===== config.mk =====
export PLATFORM = sky130hd
export DESIGN_NAME = pipe_stage_skid
export DESIGN_NICKNAME = d
export VERILOG_FILES = /design/src/rtl/pipe_stage_skid.sv
export SDC_FILE = /design/constraint.sdc
export NUM_CORES = 1
export LEC_CHECK = 0
export BUFFER_PORTS_ARGS = -buffer_cell sky130_fd_sc_hd__buf_2
export CAP_MARGIN = 15
export CORE_ASPECT_RATIO = 1.1
export CORE_MARGIN = 2
export CORE_UTILIZATION = 53
export CTS_CLUSTER_DIAMETER = 60
export DETAILED_ROUTE_END_ITERATION = 7
export GPL_TIMING_DRIVEN = 0
export PLACE_DENSITY = 0.79
export SLEW_MARGIN = 5
export SYNTH_ARGS = -nofsm -noshare
export SYNTH_HDL_FRONTEND = slang
export SYNTH_SLANG_ARGS = --single-unit
export TNS_END_PERCENT = 100

===== constraint.sdc =====
create_clock -name clk -period 2.7 [get_ports clk]
set_input_delay 0.405 -clock clk [delete_from_list [all_inputs] [get_ports clk]]
set_output_delay 0.405 -clock clk [all_outputs]
set_load 0.005 [all_outputs]

===== src/rtl/pipe_stage_skid.sv =====
// -----------------------------------------------------------------------------
// pipe_stage_skid
//
// Pipeline boundary register (IF/ID, ID/EX, EX/MEM, MEM/WB or PC) with a
// valid/ready handshake and a one-entry skid buffer. Because in_ready depends
// only on the registered skid flag plus Stall/Flush, the upstream stage never
// waits on out_ready, and one transfer per cycle is still sustained.
// Flush empties the stage and loads the bubble (NOP) encoding. A saturating
// counter records how many cycles the stage presented no valid entry.
//
// Ports
//   clk        : clock, all state changes on the rising edge
//   Reset      : synchronous active-high reset, overrides everything
//   Stall      : global hold, freezes stage contents (bubble_cnt still counts)
//   Flush      : synchronous kill of both held entries
//   in_valid   : upstream payload valid
//   in_ready   : stage can accept a payload this cycle
//   in_data    : upstream payload
//   out_valid  : registered, out_data carries a live entry
//   out_ready  : downstream accepts
//   out_data   : registered payload (main entry)
//   occupancy  : number of held entries, 0..2
//   bubble_cnt : saturating count of cycles with out_valid low
// -----------------------------------------------------------------------------
module pipe_stage_skid #(
  parameter int                 WIDTH      = 32,
  parameter logic [WIDTH-1:0]   RESET_VAL  = {WIDTH{1'b0}},
  parameter logic [WIDTH-1:0]   BUBBLE_VAL = {WIDTH{1'b0}},
  parameter int                 CNT_W      = 16
) (
  input  logic               clk,
  input  logic               Reset,
  input  logic               Stall,
  input  logic               Flush,
  input  logic               in_valid,
  output logic               in_ready,
  input  logic [WIDTH-1:0]   in_data,
  output logic               out_valid,
  input  logic               out_ready,
  output logic [WIDTH-1:0]   out_data,
  output logic [1:0]         occupancy,
  output logic [CNT_W-1:0]   bubble_cnt
);

  // The FSM state is the occupancy itself.
  localparam logic [1:0] ST_EMPTY = 2'd0;
  localparam logic [1:0] ST_ONE   = 2'd1;
  localparam logic [1:0] ST_FULL  = 2'd2;

  localparam logic [CNT_W-1:0] CNT_MAX = {CNT_W{1'b1}};

  // Registered state
  logic [1:0]        r_state;
  logic              r_out_valid;
  logic              r_skid_valid;
  logic [WIDTH-1:0]  r_main;
  logic [WIDTH-1:0]  r_skid;
  logic [CNT_W-1:0]  r_bubble_cnt;

  // Handshake terms
  logic              w_in_ready;
  logic              w_in_fire;
  logic              w_out_fire;

  // Next-state decisions from the transfer FSM
  logic [1:0]        w_state_nxt;
  logic              w_out_valid_nxt;
  logic              w_skid_valid_nxt;
  logic              w_main_ld_in;
  logic              w_main_ld_skid;
  logic              w_skid_ld_in;

  // Handshake: a stalled stage looks not-ready on both sides, so neither
  // fire term can be true while Stall is high.
  always_comb begin
    w_in_ready = ~r_skid_valid & ~Stall & ~Flush;
    w_in_fire  = in_valid & w_in_ready;
    w_out_fire = r_out_valid & out_ready & ~Stall;
  end

  // Next-state logic for the EMPTY / ONE / FULL transfer FSM.
  always_comb begin
    w_state_nxt      = r_state;
    w_out_valid_nxt  = r_out_valid;
    w_skid_valid_nxt = r_skid_valid;
    w_main_ld_in     = 1'b0;
    w_main_ld_skid   = 1'b0;
    w_skid_ld_in     = 1'b0;
    case (r_state)
      ST_EMPTY: begin
        if (w_in_fire) begin
          w_main_ld_in    = 1'b1;
          w_out_valid_nxt = 1'b1;
          w_state_nxt     = ST_ONE;
        end else begin
          w_state_nxt     = ST_EMPTY;
        end
      end
      ST_ONE: begin
        if (w_in_fire && w_out_fire) begin
          // Pass-through: the departing entry is replaced in the same edge.
          w_main_ld_in     = 1'b1;
          w_state_nxt      = ST_ONE;
        end else if (w_in_fire) begin
          // Downstream is blocked; park the new payload behind the main one.
          w_skid_ld_in     = 1'b1;
          w_skid_valid_nxt = 1'b1;
          w_state_nxt      = ST_FULL;
        end else if (w_out_fire) begin
          w_out_valid_nxt  = 1'b0;
          w_state_nxt      = ST_EMPTY;
        end else begin
          w_state_nxt      = ST_ONE;
        end
      end
      ST_FULL: begin
        // in_ready is low here, so only the drain path applies.
        if (w_out_fire) begin
          w_main_ld_skid   = 1'b1;
          w_skid_valid_nxt = 1'b0;
          w_state_nxt      = ST_ONE;
        end else begin
          w_state_nxt      = ST_FULL;
        end
      end
      default: begin
        // Unreachable encoding: fall back to an empty stage.
        w_state_nxt      = ST_EMPTY;
        w_out_valid_nxt  = 1'b0;
        w_skid_valid_nxt = 1'b0;
      end
    endcase
  end

  // State register: Reset, then Flush, then the FSM update.
  always_ff @(posedge clk) begin
    if (Reset) begin
      r_state      <= ST_EMPTY;
      r_out_valid  <= 1'b0;
      r_skid_valid <= 1'b0;
      r_main       <= RESET_VAL;
      r_skid       <= RESET_VAL;
    end else if (Flush) begin
      // Skid payload is left as-is; its valid flag is what matters.
      r_state      <= ST_EMPTY;
      r_out_valid  <= 1'b0;
      r_skid_valid <= 1'b0;
      r_main       <= BUBBLE_VAL;
    end else begin
      r_state      <= w_state_nxt;
      r_out_valid  <= w_out_valid_nxt;
      r_skid_valid <= w_skid_valid_nxt;
      if (w_main_ld_in) begin
        r_main <= in_data;
      end else if (w_main_ld_skid) begin
        r_main <= r_skid;
      end else begin
        r_main <= r_main;
      end
      if (w_skid_ld_in) begin
        r_skid <= in_data;
      end else begin
        r_skid <= r_skid;
      end
    end
  end

  // Bubble counter: counts edges that start with no valid output, saturates,
  // and survives Flush so mispredict bubbles remain visible.
  always_ff @(posedge clk) begin
    if (Reset) begin
      r_bubble_cnt <= {CNT_W{1'b0}};
    end else if (!r_out_valid && (r_bubble_cnt != CNT_MAX)) begin
      r_bubble_cnt <= r_bubble_cnt + CNT_W'(1);
    end else begin
      r_bubble_cnt <= r_bubble_cnt;
    end
  end

  // Output drive: everything except in_ready comes straight from flops.
  always_comb begin
    in_ready   = w_in_ready;
    out_valid  = r_out_valid;
    out_data   = r_main;
    occupancy  = r_state;
    bubble_cnt = r_bubble_cnt;
  end

endmodule


After elaboration in Yosys (flattened, before gate mapping)

Index checks and enable logic that the tools add are counted.

Add/sub/neg operators: 1
Equal/unequal tests: 9
Mux-type cells: 22
Bitwise operators: 10
Reductions and logical operators: 9

Operators with widths:

| cell                  | count |
|---|---|
| $mux 32               | 2 |
| $add 16x1->16 const B | 1 |
| $ne 16x16->1 const B  | 1 |
| $mux 1                | 13 |
| $ne 2x2->1 const B    | 6 |
| $mux 2                | 3 |
| $pmux 1 s3            | 2 |
| $pmux 2 s3            | 1 |
| $and 1x1->1           | 5 |
| $not 1->1             | 5 |
| $reduce_and 5->1      | 1 |
| $reduce_and 4->1      | 1 |
| $eq 2x1->1 const B    | 1 |
| $eq 2x2->1 const B    | 1 |
| $logic_and 1x1->1     | 2 |
| $logic_not 2->1       | 1 |
| $pmux 1 s2            | 1 |
| $reduce_and 2->1      | 1 |
| $reduce_bool 2->1     | 1 |
| $reduce_or 2->1       | 1 |
| $logic_not 1->1       | 1 |

Register bits: 84
Input port bits: 38
Output and inout port bits: 52
Word-level logic and storage cells: 57

Longest topological paths before layout

Gate-level depths: netlist (run 1).

Word-level depth: 8
Depth in mapped cells: 8
Gate-level depth less buffers: 7

Worst setup path before layout (run 1)

Ideal clock, no wire load.

Kind: input port to flip-flop
Start point: in Stall
End point: reg r_main[10], in the netlist out_data[10]
Library setup time: 0.146 ns
Arrival time: 1.867 ns
Required time: 2.554 ns
Path slack: 0.687 ns
Stages on the path: 8
Path buffers: 1
Cell sequence: or4b_4 > inv_2 > ha_1 > and3b_1 > a31oi_1 > buf_2 > o22ai_1 > a211oi_2

Longest elaborated chain between the ends: 8
Elaborated cells on any way between the ends: 13
Classes of those cells: mux: 6; bitwise: 5; reduce/logical: 2

Ends and longest elaborated chain:

| what                                                | RTL line | RTL |
|---|---|---|
| from (decl)                                         | 33       | `input logic Stall,` |
| $not 1->1 *                                         | 76, 78   |  |
| $and 1x1->1 (2 in series)                           | 76       | `w_in_ready = ~r_skid_valid & ~Stall & ~Flush;` |
| $and 1x1->1                                         | 77       | `w_in_fire = in_valid & w_in_ready;` |
| $logic_and 1x1->1                                   | 100      | `if (w_in_fire && w_out_fire) begin` |
| $mux 1                                              | 100      |  |
| $pmux 1 s2                                          | 89       | `case (r_state)` |
| $mux 32 / $reduce_bool 2->1 (equally long branches) | --       |  |
| to (signal assigned)                                | 154      | `r_main <= in_data;` |
| to (signal assigned)                                | 156      | `r_main <= r_skid;` |
| to (signal assigned)                                | 158      | `r_main <= r_main;` |
| to (decl)                                           | 56       | `logic [WIDTH-1:0] r_main;` |

Every way passes the cells marked *; elsewhere a longest branch is shown, timed or not.
A chain may end at the register's enable or synchronous reset.

Worst setup path after layout (run 1)

Start point: reg r_out_valid, in the netlist out_valid
End point: reg r_main[9], in the netlist out_data[9]

Longest elaborated chain between the ends: 6
Elaborated cells on any way between the ends: 9
Classes of those cells: mux: 5; bitwise: 2; reduce/logical: 2

Ends and longest elaborated chain:

| what                                                | RTL line | RTL |
|---|---|---|
| from (decl)                                         | 54       | `logic r_out_valid;` |
| from (signal assigned)                              | 151      | `r_out_valid <= w_out_valid_nxt;` |
| $and 1x1->1 * (2 in series)                         | 78       | `w_out_fire = r_out_valid & out_ready & ~Stall;` |
| $logic_and 1x1->1                                   | 100      |  |
| $mux 1                                              | 100      |  |
| $pmux 1 s2                                          | 89       |  |
| $mux 32 / $reduce_bool 2->1 (equally long branches) | --       |  |

Marked as above.

==> results.txt, run 1 <==
Status: complete, no violations
CTS tree: built
Pleak: 1.68 nW
WS Path Type: flop to flop
Residual DRC count: 0
Max rail drop VDD: 0.000404 V
CP Launch Point: out_valid$_SDFFE_PP0P_
Clk buf depth: 2
Nets: 550
Main combinational cell family by area after synthesis: compound AO/OA/AOI/OAI gates
CP required: 2.97 ns
Hold-fix buffer count after cts: 0
Vias per Instance: 5.57
Initial core utilization: 55.4%
Share of the yosys chip area belonging to registers: 45.8%
Cell Pwr Density: 522 nW/um2
Actual slew at the worst max-slew pin: 0.773 ns
Worst hold path startpoint: in_data[2]
Port-buffer cells: 89
Final setup vio count: 0
Area grow syn2layout: 20.1%
Most frequent cells in the layout: buf_2 (97), dfxtp_1 (84), nand2_1 (70), a21oi_1 (44), inv_1 (33)
Multi-input gate area: 1710 um2
Combinational share of power: 7.1%
Post-layout util: 66.5%
Worst hold path type: input port to flop
Sw Ratio: 24.2%
Sequential group share of total power: 55.0%
First DRT Iteration DRCs: 122
RePlAce Congestion: 0.876
RSZ-0062 raised after global routing: false
Diodes inserted: 0
Critical Path End Type: flop
Clock Latency Late Sink: 0.36 ns
Worst path slowest cell: a31oi_1
Iteration count of the initial detailed-routing pass: 4
GRT overflow: 0
Synth cell types: 48
Worst-path clk slew: 0.08 ns
# fillers: 560
Hpwl dp: 5.99 mm
Min cycle time layout: 2.37 ns
Pin count of the biggest net entering global routing: 15
Post-Synth Adder-Cell Area: 1.02%
CP Launch Type: flop
Antenna-violating nets left: 0
Clk sinks: 84
Die Width: 83.4 um
Die Height: 91.3 um
Switching pwr: 0.000556 W
FF/Latch Area: 1680 um2
CTS Buf Count: 9
Mux contribution to synthesized area: 1.53%
Die area: 7610 um2
Cell count after synthesis: 409
DRT Wirelength: 8.53 mm
Yosys reg bits: 84
Post-Syn Area: 3670 um2
Number of synthesized flops with an enable pin: 0
Syn_nets: 450
# IOs: 90
Cell Int Power: 0.00175 W
Final period utilization: 87.7%
Maxcap violations: 0
RR Startpoint: out_valid$_SDFFE_PP0P_
First-pass GRT wire length: 14.3 mm
Final setup TNS: 0 ns
Total number of vias: 3,321
Commonest non-fill, non-tap cell in the layout: buf_2
CTS Root Cell: clkbuf_8
Crit-path cells: nand3b_1, inv_2, ha_1, and3b_1, a31oi_1, buf_2, o22ai_1, a211oi_2
Total power: 0.00230 W
Post-CTS setup buffers: 0
CP max FO: 10
Ys Warns: 0
Worst slew margin: 48.5%
Pins over their slew limit: 0
Gr usage total: 23.2%
Cell family with most CP delay: compound AO/OA/AOI/OAI gates
Hold Vio Cnt, Final: 0
Post-Syn Area per Cell: 8.98 um2
Post-synth ARST share: 0%
Area fraction in compound gates after synthesis: 27.0%
Vias in the first global route: 3,072
Share of cells above drive strength 1: 30.5%
CP Buf/Inv Count: 2
Clock H-tree levels: 3
Main synth FF type: dfxtp_1
Post-synthesis xor/xnor area fraction: 0%
Clk pwr share: 37.9%
Post-synth top area cell: dfxtp_1
CP arrival: 2.64 ns
Largest stage delay, worst path: 0.43 ns
Reg2Reg Setup Slack: 0.33 ns
Initial antenna violation count: 0
Post-synth top area share: 45.8%
Routed len/inst: 14.3 um
Core Area: 6630 um2
Synth top area cells: dfxtp_1 (46%), a211oi_2 (10%), nand2_1 (7.2%)
Simple-gate share of the synthesized area: 17.2%
Post-cts sizing count: 0
Rows: 31
Hold Slack: 0.291 ns
Max Freq: 422 MHz
Layout Skew: 0.00650 ns
==> power groups by stage <==
stage	logic [W]	registers, W	clock network, W
after floorplan	0.0000879	0.00130	0
after global placement	0.000159	0.00130	0
after detailed placement	0.000163	0.00130	0
after CTS	0.000164	0.00127	0.000893
after global routing	0.000179	0.00127	0.000944
final	0.000163	0.00127	0.000873
==> area by class of cell <==
type,instances,area share (%)
buffer,28,3.12
clock buffer,9,2.81
clock inverter,7,1.53
inverter,37,3.15
multi-input combinational,260,38.9
sequential,84,38.1
tap,82,2.33
timing repair buffer,89,10.1
==> synth_stat cells, types with 2 or more instances <==
cell,instances
a211oi_1,2
a211oi_2,30
a21oi_1,44
a22oi_1,2
and3b_1,2
and4_1,2
buf_2,8
buf_6,3
clkbuf_1,16
clkinv_1,2
dfxtp_1,84
ha_1,3
inv_1,33
inv_2,2
mux2_1,3
nand2_1,70
nand2b_1,2
nand3_1,3
nand3b_1,2
nand4_1,4
nor2_1,9
nor2b_1,5
nor3_1,3
nor4_1,2
o21ai_0,3
o21ai_1,2
o22ai_1,32
o31ai_1,7
or3_1,5
or4_1,6
==> tightest hold or removal path: cells and delay by family <==
kind / cells / cell delay, ns
AOI/OAI and AO/OA: 1 / 0.05
buffers and inverters: 1 / 0.10
and+or+nand+nor: 1 / 0.05
==> per-layer routing <==
layer / part of all wire [%] / vias to the layer above / GRT usage [%] / wire length, um
met5: 0 / - / 0 / 0
met4: 1.9 / 0 / 10.2 / 164
met3: 5.5 / 13 / 4.55 / 469
met2: 49 / 88 / 37.2 / 4160
met1: 44 / 1560 / 30.4 / 3730
li1: - / 1660 / - / -
==> worst paths after layout <==
| kind | to | cells past startpoint |
|---|---|---|
| worst max register to register | out_data[9]$_SDFFE_PP0P_ | 8 |
| worst min register to register | out_data[10]$_SDFFE_PP0P_ | 2 |
| worst min-delay path | r_skid[2]$_SDFFE_PP0P_ | 3 |
| worst max-delay path | out_data[9]$_SDFFE_PP0P_ | 8 |
==> state kept, by name, indices dropped and copies added (netlist names) <==
signal,cells
bubble_cnt,16
out_valid,1
r_skid_valid,1
out_data,32
r_skid,32
occupancy,2
==> metrics by stage <==
stage                     setup slack (ns)  instance area (um2)  cells
after floorplan                      0.687                 3670    409
after global placement               0.311                 4220    580
after detailed placement             0.223                 4220    580
after CTS                            0.315                 4410    596
after global routing                 0.173                 4410    596
final                                0.331                 4410    596
==> cell families after synthesis <==
family                     count (synthesis)
adders and majority gates                  3
and+or+nand+nor                          123
AOI/OAI and AO/OA                        130
muxes                                      4
buffers and inverters                     65
DFF                                       84
Note: power is estimated with default switching activity, not from simulation.
==> inputs of run 2 (changes only) <==
--- a/config.mk
+++ b/config.mk
@@ -5,7 +5,7 @@
 export SDC_FILE = /design/constraint.sdc
 export NUM_CORES = 1
 export LEC_CHECK = 0
-export BUFFER_PORTS_ARGS = -buffer_cell sky130_fd_sc_hd__buf_2
+export BUFFER_PORTS_ARGS = -buffer_cell sky130_fd_sc_hd__buf_4
 export CAP_MARGIN = 15
 export CORE_ASPECT_RATIO = 1.1
 export CORE_MARGIN = 2
==> results.txt, run 2 (same netlist as run 1, synthesis figures left out) <==
Final period utilization: 84.4% (-3.3 points)
Initial core utilization: 55.4% (unchanged)
CP arrival: 2.54 ns (-0.10 ns)
Crit-path cells: nand3b_1, inv_2, ha_1, and3b_1, a31oi_1, buf_2, o22ai_1, a211oi_2
RSZ-0062 raised after global routing: false
Worst slew margin: 51.9% (+3.5 points)
Clk sinks: 84 (unchanged)
Die Height: 91.3 um (unchanged)
Layout Skew: 0.0127 ns (+0.00624 ns)
Post-CTS setup buffers: 0 (unchanged)
Cell family with most CP delay: compound AO/OA/AOI/OAI gates
Routed len/inst: 14.2 um (-0.74%)
CP Launch Point: out_valid$_SDFFE_PP0P_
Initial antenna violation count: 0 (unchanged)
Diodes inserted: 0 (unchanged)
First-pass GRT wire length: 14.2 mm (-0.72%)
Most frequent cells in the layout: buf_4 (89), dfxtp_1 (84), nand2_1 (70), a21oi_1 (44), inv_1 (33)
Vias in the first global route: 3,100 (+0.91%)
Largest stage delay, worst path: 0.38 ns (-0.05 ns)
Hpwl dp: 6.05 mm (+1.1%)
Commonest non-fill, non-tap cell in the layout: buf_4
Pin count of the biggest net entering global routing: 15 (unchanged)
Status: complete, no violations
Final setup TNS: 0 ns (unchanged)
CTS Root Cell: clkbuf_8
Place WS: 0.296 ns (+0.0738 ns)
Fin area: 4670 um2 (+5.8%)
PnR worst setup slack: 0.422 ns (+0.0904 ns)
RR Startpoint: out_valid$_SDFFE_PP0P_
Worst R2R Path Depth: 8 (unchanged)
Max rail drop VDD: 0.000290 V (-28%)
CP Launch Type: flop
CP max FO: 10 (unchanged)
Clock H-tree levels: 3 (unchanged)
GRT overflow: 0 (unchanged)
RePlAce Congestion: 0.870 (-0.66%)
Actual slew at the worst max-slew pin: 0.721 ns (-0.0519 ns)
# fillers: 525 (-6.3%)
Antenna-violating nets left: 0 (unchanged)
Reg2reg end: out_data[9]$_SDFFE_PP0P_
Worst hold path type: input port to flop
Core Area: 6630 um2 (unchanged)
Die Width: 83.4 um (unchanged)
DRT Wirelength: 8.46 mm (-0.74%)
Critical Path End Type: flop
Worst path slowest cell: a31oi_1
CP Depth: 8 (unchanged)
Share of cells above drive strength 1: 30.4% (-0.19 points)
Total number of vias: 3,316 (-0.15%)
Residual DRC count: 0 (unchanged)
Worst-path clk slew: 0.09 ns (about the same)
CTS Buf Count: 9 (unchanged)
Hold Vio Cnt, Final: 0 (unchanged)
Vias per Instance: 5.56 (-0.15%)
Area grow syn2layout: 27.1%
Pleak: 1.72 nW (+2.6%)
Clk buf depth: 2 (unchanged)
Gr usage total: 22.6% (-0.63 points)
Die area: 7610 um2 (unchanged)
Port-buffer cells: 89 (unchanged)
# IOs: 90 (unchanged)
Cell Pwr Density: 526 nW/um2 (+0.74%)
Pins over their slew limit: 0 (unchanged)
FF/Latch Area: 1680 um2 (unchanged)
CTS tree: built
Post-cts sizing count: 0 (unchanged)
Nets: 550 (unchanged)
Hold-fix buffer count after cts: 0 (unchanged)
Area of placed instances: 4440 um2 (+5.3%)
Reg2Reg Setup Slack: 0.42 ns (+0.09 ns)
Iteration count of the initial detailed-routing pass: 4 (unchanged)
First DRT Iteration DRCs: 127 (+4.1%)
WS Path Type: flop to flop
Multi-input gate area: 1710 um2 (unchanged)
CP required: 2.97 ns (about the same)
Min cycle time layout: 2.28 ns (-0.0904 ns)
CP endpoint: out_data[9]$_SDFFE_PP0P_
Max Freq: 439 MHz (+4.0%)
Maxcap violations: 0 (unchanged)
Rows: 31 (unchanged)
CP Buf/Inv Count: 2 (unchanged)
Clock Latency Late Sink: 0.34 ns (-0.02 ns)
Final setup vio count: 0 (unchanged)
[run 2: cell types whose count changed in the layout (fill, tap and decap cells not counted), sizes merged]
| cell | delta |
|---|---|
| bufinv | +1 |
| clkbuf | +2 |
| clkinv | -3 |
| clkinvlp | -1 |
| inv | +1 |
[run 2: worst reg2reg max path, delay by kind of cell (launching register included)]
family / cells / cell delay [ns]
buf+inv: 2 / 0.40
simple gates: 2 / 0.46
fa+ha+maj: 1 / 0.24
compound gates: 3 / 0.74
flops: 1 / 0.37
[run 2: worst min path at each step]
stage                               to  slack [ns]                     from  cells after the start
6_report       r_skid[19]$_SDFFE_PP0P_        0.31              in_data[19]                      3
5_1_grt        r_skid[15]$_SDFFE_PP0P_        0.31              in_data[15]                      3
4_1_cts        r_skid[20]$_SDFFE_PP0P_        0.30              in_data[20]                      3
3_5_place_dp    r_skid[5]$_SDFFE_PP0P_        0.45   r_skid[5]$_SDFFE_PP0P_                      2
3_3_place_gp   r_skid[13]$_SDFFE_PP0P_        0.44  r_skid[13]$_SDFFE_PP0P_                      2
2_1_floorplan   r_skid[0]$_SDFFE_PP0P_        0.44   r_skid[0]$_SDFFE_PP0P_                      2
[run 2: stage by stage]
stage          cells  hold slack (ns)  utilization, %  total power, W
6_report         596            0.305            70.4         0.00245
5_1_grt          596            0.308            70.4         0.00254
4_1_cts          596            0.299            70.4         0.00248
3_5_place_dp     580            0.446            67.0         0.00148
3_3_place_gp     580            0.441            67.0         0.00148
2_1_floorplan    409            0.436               -         0.00138
[run 2: where the power goes]
part | switching (W) | leakage, nW | internal, W | total [W]
Combinational | 0.0000928 | 0.936 | 0.0000929 | 0.000186
Sequential | 0.0000134 | 0.679 | 0.00125 | 0.00127
Clock | 0.000450 | 0.106 | 0.000550 | 0.00100
Total | 0.000556 | 1.72 | 0.00190 | 0.00245
[run 2: layout make-up]
| type | instances | share of cell area (%) |
|---|---|---|
| inverters | 37 | 2.98 |
| multi-input cells | 260 | 36.7 |
| well taps | 82 | 2.20 |
| flip-flops and latches | 84 | 36.0 |
| clock buffers | 11 | 3.03 |
| clock inverters | 5 | 1.80 |
| plain buffers | 28 | 2.95 |
| repair buffers | 89 | 14.3 |
[run 2: per-layer routing]
| layer | vias to the layer above | global-route usage (%) | wire length [um] |
|---|---|---|---|
| met1 | 1557 | 28.2 | 3600 |
| met3 | 8 | 3.73 | 462 |
| met5 | - | 0 | 0 |
| met4 | 0 | 7.24 | 102 |
| li1 | 1657 | - | - |
| met2 | 94 | 39.5 | 4300 |
==> inputs of run 3 (changes only) <==
==> constraint.sdc (replaced) <==
create_clock -name clk -period 2.2 [get_ports clk]
set_input_delay 0.33 -clock clk [delete_from_list [all_inputs] [get_ports clk]]
set_output_delay 0.33 -clock clk [all_outputs]
set_load 0.005 [all_outputs]
==> results.txt, run 3 (same netlist as run 1, synthesis figures left out) <==
CTS Buf Count: 9 (unchanged)
Initial core utilization: 55.4% (unchanged)
RSZ-0062 raised after global routing: true
Area of placed instances: 4440 um2 (unchanged)
Most frequent cells in the layout: buf_4 (93), dfxtp_1 (84), nand2_1 (70), a21oi_1 (44), inv_1 (33)
Multi-input gate area: 1760 um2 (+2.5%)
First DRT Iteration DRCs: 96 (-24%)
Hold Vio Cnt, Final: 0 (unchanged)
Nets: 551 (+0.18%)
Share of cells above drive strength 1: 32.4% (+2.1 points)
Fin area: 4740 um2 (+1.6%)
Clk buf depth: 2 (unchanged)
Post-layout util: 71.5% (+1.1 points)
CTS tree: built
Worst hold path type: input port to flop
Vias in the first global route: 3,106 (+0.19%)
Hold-fix buffer count after cts: 0 (unchanged)
Routed len/inst: 14.4 um (+1.7%)
Actual slew at the worst max-slew pin: 0.735 ns (+0.0143 ns)
CP Launch Type: flop
First-pass GRT wire length: 14.3 mm (+0.29%)
Final setup TNS: 0 ns (unchanged)
Hpwl dp: 6.05 mm (unchanged)
CP max FO: 10 (unchanged)
Core Area: 6630 um2 (unchanged)
Area grow syn2layout: 29.1%
Final setup vio count: 0 (unchanged)
Placed cells: 580 (unchanged)
Cell Pwr Density: 638 nW/um2 (+21%)
Layout Skew: 0.0133 ns (+0.000551 ns)
RePlAce Congestion: 0.870 (unchanged)
CTS Root Cell: clkbuf_8
Vias per Instance: 5.53 (-0.65%)
Max Freq: 470 MHz (+7.0%)
DRT Wirelength: 8.62 mm (+1.8%)
Status: complete, no violations
Diodes inserted: 0 (unchanged)
Pleak: 1.75 nW (+1.7%)
Clock H-tree levels: 3 (unchanged)
Min cycle time layout: 2.13 ns (-0.149 ns)
Max rail drop VDD: 0.000357 V (+23%)
Final period utilization: 96.8% (+12 points)
Port-buffer cells: 89 (unchanged)
Maxcap violations: 0 (unchanged)
Clock Latency Late Sink: 0.35 ns (about the same)
Residual DRC count: 0 (unchanged)
Die Width: 83.4 um (unchanged)
Iteration count of the initial detailed-routing pass: 4 (unchanged)
# fillers: 508 (-3.2%)
Worst-path clk slew: 0.09 ns (about the same)
Pin count of the biggest net entering global routing: 15 (unchanged)
Initial antenna violation count: 0 (unchanged)
FF/Latch Area: 1680 um2 (unchanged)
CP Launch Point: r_skid_valid$_SDFFE_PP0P_
Die area: 7610 um2 (unchanged)
Gr usage total: 22.6% (+0.077 points)
Rows: 31 (unchanged)
CP required: 2.40 ns (-0.57 ns)
Worst slew margin: 51.0% (-0.96 points)
Critical Path End Type: flop
# IOs: 90 (unchanged)
Pins over their slew limit: 0 (unchanged)
GRT overflow: 0 (unchanged)
Commonest non-fill, non-tap cell in the layout: buf_4
CP arrival: 2.33 ns (-0.21 ns)
Cell Count, Final, Fillers Out: 597 (+0.17%)
Clk sinks: 84 (unchanged)
Worst hold path startpoint: in_data[25]
RR Startpoint: r_skid_valid$_SDFFE_PP0P_
Total number of vias: 3,300 (-0.48%)
Die Height: 91.3 um (unchanged)
WS Path Type: flop to flop
Antenna-violating nets left: 0 (unchanged)
==> run 3: worst paths after layout <==
kind,cells after the start,slack (ns),endpoint
hold reg to reg,2,0.46,r_skid[6]$_SDFFE_PP0P_
setup reg to reg,8,0.07,out_data[16]$_SDFFE_PP0P_
hold / removal,3,0.23,r_skid[25]$_SDFFE_PP0P_
setup / recovery,8,0.07,out_data[16]$_SDFFE_PP0P_
==> run 3: repair_timing <==
item                                    4_1_cts  5_1_grt
gates resized for setup                       1       20
pin swaps                                     0        1
endpoints found under the setup margin       30       60
buffers inserted                              0        2
==> run 3: power by group <==
part	switching (W)	internal (W)	leakage [nW]	total, W
combinational	0.000117	0.000118	0.966	0.000236
clock	0.000557	0.000675	0.106	0.00123
sequential	0.0000167	0.00154	0.679	0.00156
==> run 3: per-stage QoR <==
step	hold slack [ns]	worst slack [ns]	total power [W]
2_1_floorplan	0.436	0.262	0.00170
3_3_place_gp	0.441	-0.0982	0.00182
3_5_place_dp	0.446	-0.129	0.00182
4_1_cts	0.224	0.0290	0.00304
5_1_grt	0.233	-0.0223	0.00313
6_report	0.229	0.0705	0.00302
==> run 3: routing by layer <==
metal	track usage (%)	share of wire (%)	routed length [um]	up-vias
met1	28.5	44	3790	1554
met3	3.73	4.6	400	8
met4	7.24	1.3	108	0
met5	0	0	0	-
li1	-	-	-	1662
met2	39.5	50	4330	76
==> run 3: worst max-delay path: stages, from the launching register on <==
cell and delay, ns:
dfxtp_1 0.33, or4b_4 0.57, inv_2 0.14, ha_1 0.20
and3b_2 0.24, a31oi_4 0.07, buf_4 0.20, o22ai_1 0.18
a211oi_2 0.07
==> run 3: cell type report <==
type                       instances  share of cell area, %
inverter                          37                   2.93
sequential                        84                   35.5
timing repair buffer              91                   14.4
buffer                            27                   3.22
multi-input combinational        260                   37.1
clock buffer                      11                   2.98
tap                               82                   2.16
clock inverter                     5                   1.77
